--- src/rtl/simd_mem_access_unit.sv ---
// -----------------------------------------------------------------------------
// simd_mem_access_unit
//
// Initiator side of the SIMD data-memory port. Accepts multi-beat vector
// load/store requests from execute and turns them into one memory access per
// beat. The memory has a 1-cycle registered read and LANES-wide data.
//
// Ports:
//   clk_i, rst_i            clock and synchronous active-high reset
//   req_valid_i/req_ready_o request handshake (ready only when idle)
//   req_write_i             1 = store, 0 = load
//   req_addr_i              address of beat 0
//   req_beats_i             beat count, values above MAX_BEATS are clamped
//   wr_valid_i/wr_ready_o   store beat handshake, wr_data_i is the beat data
//   rd_valid_o/rd_data_o    load beat return, one beat per cycle, no stall
//   rd_last_o               final load beat marker
//   done_o                  1-cycle pulse at request completion
//   mem_we_o/mem_addr_o     memory write enable and beat address
//   mem_wdata_o/mem_rdata_i memory write and read data
// -----------------------------------------------------------------------------
module simd_mem_access_unit #(
    parameter int DATA_W      = 32,
    parameter int ADDR_W      = 32,
    parameter int LANES       = 4,
    parameter int MAX_BEATS   = 8,
    parameter int BEAT_W      = $clog2(MAX_BEATS + 1),
    parameter int BEAT_STRIDE = 16 * LANES
) (
    input  logic                      clk_i,
    input  logic                      rst_i,
    input  logic                      req_valid_i,
    output logic                      req_ready_o,
    input  logic                      req_write_i,
    input  logic [ADDR_W-1:0]         req_addr_i,
    input  logic [BEAT_W-1:0]         req_beats_i,
    input  logic                      wr_valid_i,
    output logic                      wr_ready_o,
    input  logic [LANES*DATA_W-1:0]   wr_data_i,
    output logic                      rd_valid_o,
    output logic [LANES*DATA_W-1:0]   rd_data_o,
    output logic                      rd_last_o,
    output logic                      done_o,
    output logic                      mem_we_o,
    output logic [ADDR_W-1:0]         mem_addr_o,
    output logic [LANES*DATA_W-1:0]   mem_wdata_o,
    input  logic [LANES*DATA_W-1:0]   mem_rdata_i
);

    typedef enum logic [1:0] {
        IDLE     = 2'd0,
        RD_ISSUE = 2'd1,
        RD_DRAIN = 2'd2,
        WR       = 2'd3
    } state_e;

    state_e                    state_q;
    logic [ADDR_W-1:0]         addr_q;
    logic [BEAT_W-1:0]         beats_q;
    logic [BEAT_W-1:0]         cnt_q;
    // Stage 1: a read was issued last cycle, mem_rdata_i holds it now.
    logic                      p1_valid_q;
    logic                      p1_last_q;
    // Stage 2: registered load return towards writeback.
    logic                      rd_valid_q;
    logic                      rd_last_q;
    logic [LANES*DATA_W-1:0]   rd_data_q;
    logic                      done_q;

    logic [BEAT_W-1:0]         req_beats_s;
    logic                      last_beat_s;

    // Clamp the requested beat count and flag the final beat of the request.
    always_comb begin
        req_beats_s = req_beats_i;
        if (req_beats_i > BEAT_W'(MAX_BEATS)) begin
            req_beats_s = BEAT_W'(MAX_BEATS);
        end else begin
            req_beats_s = req_beats_i;
        end
        last_beat_s = (cnt_q == (beats_q - BEAT_W'(1)));
    end

    // Request sequencer, load return pipeline and completion pulse.
    always_ff @(posedge clk_i) begin
        if (rst_i) begin
            state_q    <= IDLE;
            addr_q     <= '0;
            beats_q    <= '0;
            cnt_q      <= '0;
            p1_valid_q <= 1'b0;
            p1_last_q  <= 1'b0;
            rd_valid_q <= 1'b0;
            rd_last_q  <= 1'b0;
            rd_data_q  <= '0;
            done_q     <= 1'b0;
        end else begin
            p1_valid_q <= 1'b0;
            p1_last_q  <= 1'b0;
            rd_valid_q <= p1_valid_q;
            rd_last_q  <= p1_valid_q & p1_last_q;
            // Load completion coincides with the final beat leaving stage 2.
            done_q     <= p1_valid_q & p1_last_q;
            if (p1_valid_q) begin
                rd_data_q <= mem_rdata_i;
            end else begin
                rd_data_q <= rd_data_q;
            end

            case (state_q)
                IDLE: begin
                    if (req_valid_i) begin
                        addr_q  <= req_addr_i;
                        beats_q <= req_beats_s;
                        cnt_q   <= '0;
                        if (req_beats_s == BEAT_W'(0)) begin
                            done_q <= 1'b1;
                        end else if (req_write_i) begin
                            state_q <= WR;
                        end else begin
                            state_q <= RD_ISSUE;
                        end
                    end
                end
                RD_ISSUE: begin
                    p1_valid_q <= 1'b1;
                    p1_last_q  <= last_beat_s;
                    addr_q     <= addr_q + ADDR_W'(BEAT_STRIDE);
                    cnt_q      <= cnt_q + BEAT_W'(1);
                    if (last_beat_s) begin
                        state_q <= RD_DRAIN;
                    end
                end
                RD_DRAIN: begin
                    if (rd_valid_q && rd_last_q) begin
                        state_q <= IDLE;
                    end
                end
                WR: begin
                    if (wr_valid_i) begin
                        addr_q <= addr_q + ADDR_W'(BEAT_STRIDE);
                        cnt_q  <= cnt_q + BEAT_W'(1);
                        if (last_beat_s) begin
                            state_q <= IDLE;
                            done_q  <= 1'b1;
                        end
                    end
                end
                default: begin
                    state_q <= IDLE;
                end
            endcase
        end
    end

    assign req_ready_o = (state_q == IDLE);
    assign wr_ready_o  = (state_q == WR);
    // Writes follow the store handshake directly; reset kills any write.
    assign mem_we_o    = (state_q == WR) && wr_valid_i && !rst_i;
    assign mem_addr_o  = addr_q;
    assign mem_wdata_o = wr_data_i;
    assign rd_valid_o  = rd_valid_q;
    assign rd_last_o   = rd_last_q;
    assign rd_data_o   = rd_data_q;
    assign done_o      = done_q;

endmodule

--- config.mk ---
export PLATFORM = sky130hd
export DESIGN_NAME = simd_mem_access_unit
export DESIGN_NICKNAME = d
export VERILOG_FILES = /design/src/rtl/simd_mem_access_unit.sv
export SDC_FILE = /design/constraint.sdc
export NUM_CORES = 1
export LEC_CHECK = 0
export ABC_AREA = 1
export CAP_MARGIN = 20
export CORE_AREA = 2 2 228 230
export DETAILED_ROUTE_END_ITERATION = 16
export DIE_AREA = 0 0 230 232
export GPL_ROUTABILITY_DRIVEN = 0
export PLACE_DENSITY = 0.56
export SKIP_CTS_REPAIR_TIMING = 1
export SYNTH_ARGS = -nofsm -noshare
export SYNTH_HDL_FRONTEND = slang
export SYNTH_SLANG_ARGS = --single-unit
--- constraint.sdc ---
create_clock -name clk_i -period 2.5 [get_ports clk_i]
set_clock_uncertainty 0.1 [all_clocks]
set_input_delay 0.375 -clock clk_i [delete_from_list [all_inputs] [get_ports clk_i]]
set_output_delay 0.375 -clock clk_i [all_outputs]
set_load 0.02 [all_outputs]
# == Word level (Yosys, flattened, before mapping) ==
# Index checks and enable logic that the tools add are counted.
# totals
ff_bits,175
latch_bits,0
ram_bits,0
romBits,0
inputBits,297
output_inout_bits,294
elab_cells,58
memories,0
# classes
addsub,3
mul,0
n_div,0
n_lt_le_gt_ge,1
n_eq_ne,10
n_shift,0
n_mux,21
bitwise,2
n_reduce_logical,11
# op_table
cell,n
32-bit case mux with 3 select lines,1
32-bit 2-to-1 mux,2
"32-bit by 7-bit adder with 32-bit output, second input constant",1
2-bit 2-to-1 mux,7
4-bit 2-to-1 mux,3
4-bit case mux with 3 select lines,1
"2-bit inequality test, second input constant",5
2-bit case mux with 4 select lines,1
6-bit AND reduction,1
1-bit 2-to-1 mux,5
"4-bit by 1-bit adder with 4-bit output, second input constant",1
"2-bit equality test, second input constant",2
4-bit equality test,1
"4-bit greater-than comparator, second input constant",1
4-bit logical NOT,1
"4-bit by 1-bit subtractor with 4-bit output, second input constant",1
1-bit logical AND,3
3-bit AND reduction,1
3-bit nonzero test,1
"2-bit by 1-bit equality test with 1-bit output, second input constant",1
2-bit logical NOT,1
"2-bit by 1-bit inequality test with 1-bit output, second input constant",1
1-bit case mux with 2 select lines,1
2-bit AND reduction,1
4 further kinds,4

# == Logic depth before layout (Yosys ltp) ==
# Gate-level depths: netlist of the first run.
# logic_depth
ltp_word,6
ltp_mapped,14
depth_no_buf,14

# == Worst setup path after synthesis of the first run ==
# Ideal clock, no wire load.
# synth_timing
path_kind,flip-flop to flip-flop
from,register state_q[0]
to,"register addr_q[22], in the netlist mem_addr_o[22]"
setup_ns,0.131
t_arrival_ns,1.642
required_time_ns,2.269
setup_slack_ns,0.628
path_stages_with_launch,12
n_path_buf,2
period_less_slack_ns,1.872
cell_sequence,dfxtp_1 > inv_1 > ha_1 > inv_2 > or2_4 > nand3_4 > buf_12 > nor2_2 > buf_6 > nand2_1 > o21a_1 > a21oi_2
# synth_between
elab_chain_cells,3
elab_cells_between_ends,8
cone_classes,4 x eq/ne; 1 x mux; 3 x reduce/logical
# synth_rtl
item,line_no,rtl
start: declaration,56,state_e state_q;
start signal: assignment,86,state_q <= IDLE;
start signal: assignment,118,state_q <= WR;
start signal: assignment,120,state_q <= RD_ISSUE;
2-bit logical NOT (*),--,
named net req_ready_o,32,"output logic req_ready_o,"
2-bit inequality test (no line) / 3-bit nonzero test (equally long branches),--,
3-bit AND reduction (no line),--,
end signal: assignment,112,addr_q <= req_addr_i;
end signal: assignment,127,addr_q <= addr_q + ADDR_W'(BEAT_STRIDE);
end signal: assignment,140,addr_q <= addr_q + ADDR_W'(BEAT_STRIDE);
end: declaration,57,logic [ADDR_W-1:0] addr_q;
# The timed path passes the listed nets; every way through them passes the cells marked *.
# A chain may end at the register's enable or synchronous reset.

# == Worst setup path after layout of the first run ==
# layout_timing
from,register state_q[1]
to,output req_ready_o
# layout_between
elab_chain_cells,1
# layout_rtl
item,line_no,rtl
2-bit logical NOT,155,assign req_ready_o = (state_q == IDLE);
end: declaration,32,
# No other way between the ends.

==> summary.txt, run 1 <==
Outcome
  • Outcome: finished, final reports clean

Placed design
  • Count of input and output buffers: 334
  • DP Area: about 11000 um2
  • DPL Wire Length: ~22000 um
  • Placement Setup Slack: 0.215 ns

Cells and area
  • Final instance area: between 10000 and 15000 um2
  • Layout area overhead: 46.4%
  • Layout cell share with drive strength beyond 1: a little under 6%
  • FF/Latch Area: about 3500 um2
  • N_diodes: 0
  • Final nets: 1628
  • Multi-input gate area: around 3300 um2
  • Filler Cell Count: roughly 5600

Clock tree
  • CTS sink count: 175
  • Num CTS Buffers: 17
  • Later-pin clock latency in the skew report: roughly 0.47 ns
  • H-tree depth: 4
  • CTS root buf: clkbuf_16
  • CTS max path bufs: 2
  • CTS tree: done
  • Clock slew seen by the registers of the worst setup and hold paths: 0.08 ns

Synthesis
  • Warnings, synthesis: 0
  • Synthesized Nets: 1436
  • Main area contributors after synthesis: dfxtp_1 (43%), nor2_1 (14%), buf_4 (12%), o21ai_0 (8.4%), nand2_1 (6.7%)
  • Netlist area before placement: 8190 um2
  • Post-synthesis sequential area ratio: 42.8%
  • Yosys top cell area share: 42.8%
  • Yosys reg bits: around 180
  • Mapped Cells: 1132
  • Area leader, netlist: dfxtp_1
  • Mapped Avg Cell Area: 7.24 um2
  • Yosys cell types: 40

Setup path
  • Critical path type: flop to primary output
  • Critical Path RT: 2.03 ns
  • CP max FO: 7
  • WP buf/inv: 2
  • Arr. time, crit path: roughly 1.9 ns
  • Critical Path Source Type: flop
  • CP Cell Sequence: inv_1 -> ha_1 -> clkdlybuf4s50_1
  • Max incr delay on CP: 0.68 ns
  • Slowest-stage cell, CP: clkdlybuf4s50_1
  • Delay-heaviest family, CP: buffers and inverters
  • Worst Setup End Kind: primary output

Timing
  • RSZ-0062 raised after global routing: no
  • Final setup fails: 0
  • Worst Slack Setup Final: about 0.15 ns
  • Share of the clock period used by the worst path: ~94%
  • Final max-slew violation count: 0
  • Slew @ Worst Pin: approximately 0.67 ns
  • Relative slew slack: a little under three fifths
  • Fmax: about 420 MHz
  • Setup_tns: 0 ns
  • Final hold vios: 0
  • Fin Hold WS: approximately 0.37 ns
  • Crit path time final: roughly 2.4 ns

Detailed routing
  • # DRC: 0
  • Via-to-Cell Ratio: 3.96
  • Total Wirelength: between 20000 and 30000 um
  • DR pass1 iterations: 5
  • WL met2: ~14000 um
  • DR WL/cell: approximately 15 um
  • Max Used Layer: met4
  • WL met1: 11500 um
  • Vias: between 7000 and 8000
  • Initial DRC Count: roughly 280
  • Final ANT Viol Nets: 0
  • Met3 WL: ~3200 um

Global route
  • Initial antenna violation count: 0
  • GRT Util Overall: between 10% and 20%
  • Vias in the first global route: between 8000 and 9000
  • First-pass GRT wire length: around 45000 um
  • Grt total ovfl: 0
  • Largest net degree at the start of global routing: 130

Job
  • Max-cap violations: 0

Die
  • Starting density of the core: 16.1%
  • # rows: 83
  • Die Ht: 232 um
  • Die area: 53400 um2
  • Chip width: approximately 230 um
  • CORE AREA: about 50000 um2
  • I/O pins: 591

Hold path
  • Hold Crit Class: flop to flop

Power and ir drop
  • VDD IR-drop max: roughly 0.43 mV
  • PwrDens: approximately 970 nW/um2
  • Pwr Total: around 0.012 W
  • Lkg Pwr: ~4.6 nW
-- tightest hold or removal path, delay by kind of cell, from the launching register on --
kind | cells | cell delay, ns
AND/OR/NAND/NOR | 1 | 0.06
AO/OA/AOI/OAI | 1 | 0.05
flip-flops | 1 | 0.31
-- worst paths after layout --
kind | from | end | slack [ns] | cells past startpoint
worst max-delay path | state_q[1]$_SDFFE_PP0P_ | req_ready_o | 0.15 | 3
worst min-delay path | mem_addr_o[0]$_SDFFE_PP0P_ | mem_addr_o[0]$_SDFFE_PP0P_ | 0.37 | 2
worst max register to register | state_q[1]$_SDFFE_PP0P_ | mem_addr_o[13]$_SDFFE_PP0P_ | 0.44 | 10
worst min register to register | mem_addr_o[0]$_SDFFE_PP0P_ | mem_addr_o[0]$_SDFFE_PP0P_ | 0.37 | 2
-- registers in the layout (all words and copies together) (netlist names) --
name,flops
rd_data_o,128
mem_addr_o,32
beats_q,4
cnt_q,4
state_q,2
done_o,1
p1_last_q,1
p1_valid_q,1
rd_last_o,1
rd_valid_o,1
-- layout make-up --
class / count / share of cell area [%]
Clock buffer: 17 / 3.55
Tap cell: 680 / 7.09
Multi-Input combinational cell: 734 / 27.6
Sequential cell: 175 / 29.2
Inverter: 38 / 1.27
Clock inverter: 15 / 1.47
Timing Repair Buffer: 358 / 29.8
-- synth_stat cells, drive strengths merged --
| master | instances |
|---|---|
| a211oi | 2 |
| a21oi | 33 |
| a22oi | 3 |
| a31oi | 5 |
| buf | 151 |
| clkbuf | 34 |
| clkinv | 2 |
| dfxtp | 175 |
| ha | 7 |
| inv | 36 |
| nand2 | 150 |
| nand3 | 33 |
| nand3b | 10 |
| nand4 | 5 |
| nor2 | 319 |
| nor3 | 12 |
| o211ai | 4 |
| o21a | 2 |
| o21ai | 140 |
| o21bai | 1 |
| o221ai | 1 |
| or2 | 2 |
| xor2 | 5 |
-- per-stage QoR --
stage	std cells	util [%]
floorplan	1132	-
global placement	1985	22.4
detailed placement	1985	22.4
CTS	2017	23.6
global route	2017	23.6
finish	2017	23.6
-- power by group --
part           leakage, nW  total (W)  internal (W)  switching (W)
logic                 2.92    0.00475       0.00205        0.00270
clock network        0.288    0.00279       0.00142        0.00136
registers             1.43    0.00405       0.00347       0.000577
-- logic make-up (layout without fill, tap and decap cells) --
family,after synthesis,count (layout),share of synthesized area (%)
fa+ha+maj,7,7,1.07
buf+inv,223,428,16.9
compound gates,191,191,12.2
xor+xnor,5,5,0.535
simple gates,531,531,26.5
flops,175,175,42.8
-- metal layers --
layer / GRT usage (%) / vias up
li1: - / 3875
met1: 11.3 / 3620
met2: 17.4 / 398
met3: 5.55 / 93
met4: 7.78 / 0
met5: 0.827 / -
-- placed cells by master (no fill, tap or decap), types with 5 or more instances in the layout --
cell type | netlist | routed
dfxtp_1 | 175 | 174
clkdlybuf4s50_1 | 0 | 333
a31oi_1 | 5 | 5
nand2_1 | 147 | 147
nand4_1 | 5 | 5
xor2_1 | 5 | 5
a21oi_1 | 31 | 31
o21ai_0 | 137 | 137
inv_1 | 34 | 33
ha_1 | 7 | 7
nor3_1 | 10 | 10
buf_4 | 129 | 20
nor2_1 | 314 | 314
nand3_1 | 31 | 31
nand3b_1 | 10 | 10
clkbuf_16 | 0 | 17
No activity file was read; power rests on OpenSTA's default activity.
==> run 2, diff against run 1 <==
Settings changed: ABC_AREA 1 to default, CORE_AREA 2 2 228 230 to 2 2 227 229, DIE_AREA 0 0 230 232 to 0 0 229 231.
==> run 2 against run 1 <==
  * Combinational power decreased by 14%
  * Largest cell class unchanged
  * Hold slack got worse by 0.0099 ns
  * Global-route usage is 0.27 points higher
  * Critical endpoint is now mem_we_o
  * Power fell by 8.2%
  * Non-clock buffer count fell by 1
  * Clock-buffer cell count up 3
  * Core utilization up 0.077 points
  * Sequential power down 7.4%
  * Die area decreased by 0.86%
  * Setup slack got worse by 0.060 ns
  * Clock power about the same
  * Register-to-register slack got worse by 0.15 ns
==> summary.txt, run 2 <==
Synthesis
  • Post-synthesis sequential area ratio: ~43%
  • Mapped Avg Cell Area: between 9 and 10 um2
  • Asr flop ratio synth: 0%
  • Synth Flop Type: dfxtp_1
  • Yosys reg bits: roughly 180
  • Area leader, netlist: dfxtp_1
  • Yosys top cell area share: between 40% and 50%
  • Post-synth EDFFs: 0
  • Synthesized Nets: around 1200
  • Commonest cells in the netlist: dfxtp_1 (175), nor2_1 (170), mux2i_1 (135), buf_4 (128), nand2_1 (42)
  • Warnings, synthesis: 0
  • Mapped Cells: 884
  • Netlist area before placement: roughly 8100 um2
  • Most common cell in the netlist: dfxtp_1
  • Yosys cell types: 55
  • Main area contributors after synthesis: dfxtp_1 (43%), mux2i_1 (17%), buf_4 (12%), nor2_1 (7.9%), nand2_1 (1.9%)

Setup path
  • Slowest-stage cell, CP: clkdlybuf4s50_1
  • Number of stages on the worst setup path: 3
  • Critical path type: flop to primary output
  • Critical Path Source Type: flop
  • Critical Path RT: between 2 and 2.5 ns
  • Worst Setup End Kind: primary output
  • Arr. time, crit path: between 1.5 and 2 ns
  • Delay-heaviest family, CP: buffers and inverters
  • R2r worst-path depth: 8
  • CP Cell Sequence: ha_2 -> and3_1 -> clkdlybuf4s50_1
  • CP max FO: 7
  • WP buf/inv: 1
  • Max incr delay on CP: 0.60 ns

Die
  • Starting density of the core: between 15 and 20%
  • Die area: 52900 um2
  • Chip width: 229 um
  • # rows: 83
  • Die Ht: ~230 um
  • I/O pins: between 500 and 600
  • CORE AREA: about 51000 um2

Cells and area
  • Most frequent cells in the layout: clkdlybuf4s50_1 (332), dfxtp_1 (174), nor2_1 (169)
  • Layout area overhead: 47.9%
  • Most common cell after layout, fill and taps aside: clkdlybuf4s50_1
  • Final nets: roughly 1400
  • Layout cell share with drive strength beyond 1: ~6.5%
  • Core Util, Final: 23.6%
  • Max reg flops: approximately 130

Power and ir drop
  • Pint: around 0.0067 W
  • Combinational share of power: around two fifths
  • Clock Power Share: approximately a quarter
  • VDD IR-drop max: ~0.44 mV
  • Seq pwr share: between 30% and 40%
  • Sw Pwr: just under 0.004 W
  • PwrDens: slightly below 900 nW/um2
  • Lkg Pwr: just over 4 nW
  • Switching Share: 37.3%

Clock tree
  • CTS root buf: clkbuf_16
  • CTS max path bufs: 2
  • CTS tree: done
  • Later-pin clock latency in the skew report: 0.47 ns
  • H-tree depth: 4
  • Num CTS Buffers: 17
  • Clock slew seen by the registers of the worst setup and hold paths: about 0.070 ns
  • CTS sink count: about 180

Timing
  • Worst Slack Setup Final: roughly 0.087 ns
  • Fmax: 414 MHz
  • Final setup fails: 0
  • Share of the clock period used by the worst path: a little over nine tenths
  • Crit path time final: between 2 and 2.5 ns
  • Final hold vios: 0
  • Final max-slew violation count: 0
  • Slew @ Worst Pin: around 0.88 ns
  • RSZ-0062 raised after global routing: no
  • Relative slew slack: approximately two fifths

Global route
  • Initial antenna violation count: 3
  • Met2 Usage GRT: about a fifth
  • Largest net degree at the start of global routing: between 150 and 200
  • Vias in the first global route: slightly below 7000
  • Grt met3 use: 6.19%
  • Busiest grt layer: met2
  • Grt total ovfl: 0
  • GRT met1 Usage: approximately a tenth
  • GRT Util Overall: 11.3%
  • First-pass GRT wire length: approximately 44000 um

Outcome
  • Outcome: finished, final reports clean

Detailed routing
  • Initial DRC Count: roughly 260
  • DR pass1 iterations: 4
  • Total Wirelength: between 30000 and 40000 um
  • Final ANT Viol Nets: 0
  • Vias: slightly below 7000
  • Via-to-Cell Ratio: slightly below 4
  • DR WL/cell: around 17 um
  • # DRC: 0

Placed design
  • DPL Wire Length: between 20000 and 25000 um
  • Count of input and output buffers: approximately 330
  • Placement Setup Slack: around 0.11 ns

Hold path
  • Hold Crit Class: input pin to flop
  • Hold Path Stages: 4

Job
  • Max-cap violations: 0
[run 2: changes by cell type after synthesis, moves of 6 or more]
cell | previous run | this run
nor2_1 | 314 | 170
mux2i_1 | 0 | 135
o21ai_0 | 137 | 18
nand2_1 | 147 | 42
inv_1 | 34 | 6
nand3_1 | 31 | 16
a21oi_1 | 31 | 18
a22oi_1 | 3 | 14
nand3b_1 | 10 | 1
and3_1 | 0 | 7
clkbuf_1 | 34 | 28
xnor2_1 | 0 | 6
[run 2: worst register-to-register path, delay by kind of cell, from the launching register on]
kind | cells | cell delay, ns
compound gates | 2 | 0.35
buf+inv | 2 | 0.28
fa+ha+maj | 1 | 0.21
simple gates | 3 | 0.78
flops | 1 | 0.40
[run 2: area by class of cell]
type	instances	area, um2
fillers	5539	38700
repair buffers	357	3590
inverters	7	26.3
multi-input cells	525	3400
clock buffers	20	478
flip-flops and latches	175	3510
diodes	1	2.50
clock inverters	12	131
well taps	680	851
[run 2: logic make-up after synthesis]
| family | synth area share [%] |
|---|---|
| xor+xnor | 0.648 |
| simple gates | 15.5 |
| flops | 43.2 |
| mux | 17.0 |
| fa+ha+maj | 1.08 |
| compound gates | 7.60 |
| buf+inv | 15.0 |
[run 2: through the flow]
step | setup TNS [ns] | instances | area, um2 | total power, W | hold WS, ns
2_1_floorplan | 0 | 884 | 8100 | 0.00637 | 0.346
3_3_place_gp | 0 | 1744 | 11400 | 0.00788 | 0.368
3_5_place_dp | 0 | 1744 | 11400 | 0.00794 | 0.374
4_1_cts | -0.0414 | 1776 | 12000 | 0.0108 | 0.317
5_1_grt | 0 | 1776 | 12000 | 0.0113 | 0.355
6_report | 0 | 1777 | 12000 | 0.0106 | 0.356
[run 2: per-layer routing]
layer | up-vias | share of wire [%] | wire [um]
li1 | 3281 | - | -
met1 | 3169 | 34 | 10500
met2 | 356 | 49 | 14800
met3 | 105 | 12 | 3560
met4 | 4 | 5.2 | 1580
met5 | - | 0.089 | 27
[run 2: worst paths after layout]
check | start | endpoint | slack [ns]
setup reg to reg | state_q[1]$_SDFFE_PP0P_ | mem_addr_o[26]$_SDFFE_PP0P_ | 0.29
hold / removal | rst_i | mem_addr_o[10]$_SDFFE_PP0P_ | 0.36
hold reg to reg | p1_last_q$_SDFF_PP0_ | rd_last_o$_SDFF_PP0_ | 0.39
setup / recovery | state_q[1]$_SDFFE_PP0P_ | mem_we_o | 0.09
[run 2: power by group through the flow]
| stage | clock network (W) | registers, W | logic, W |
|---|---|---|---|
| final | 0.00279 | 0.00375 | 0.00409 |
| after global routing | 0.00303 | 0.00383 | 0.00442 |
| after CTS | 0.00293 | 0.00376 | 0.00414 |
| after detailed placement | 0 | 0.00381 | 0.00412 |
| after global placement | 0 | 0.00379 | 0.00409 |
| after floorplan | 0 | 0.00417 | 0.00220 |
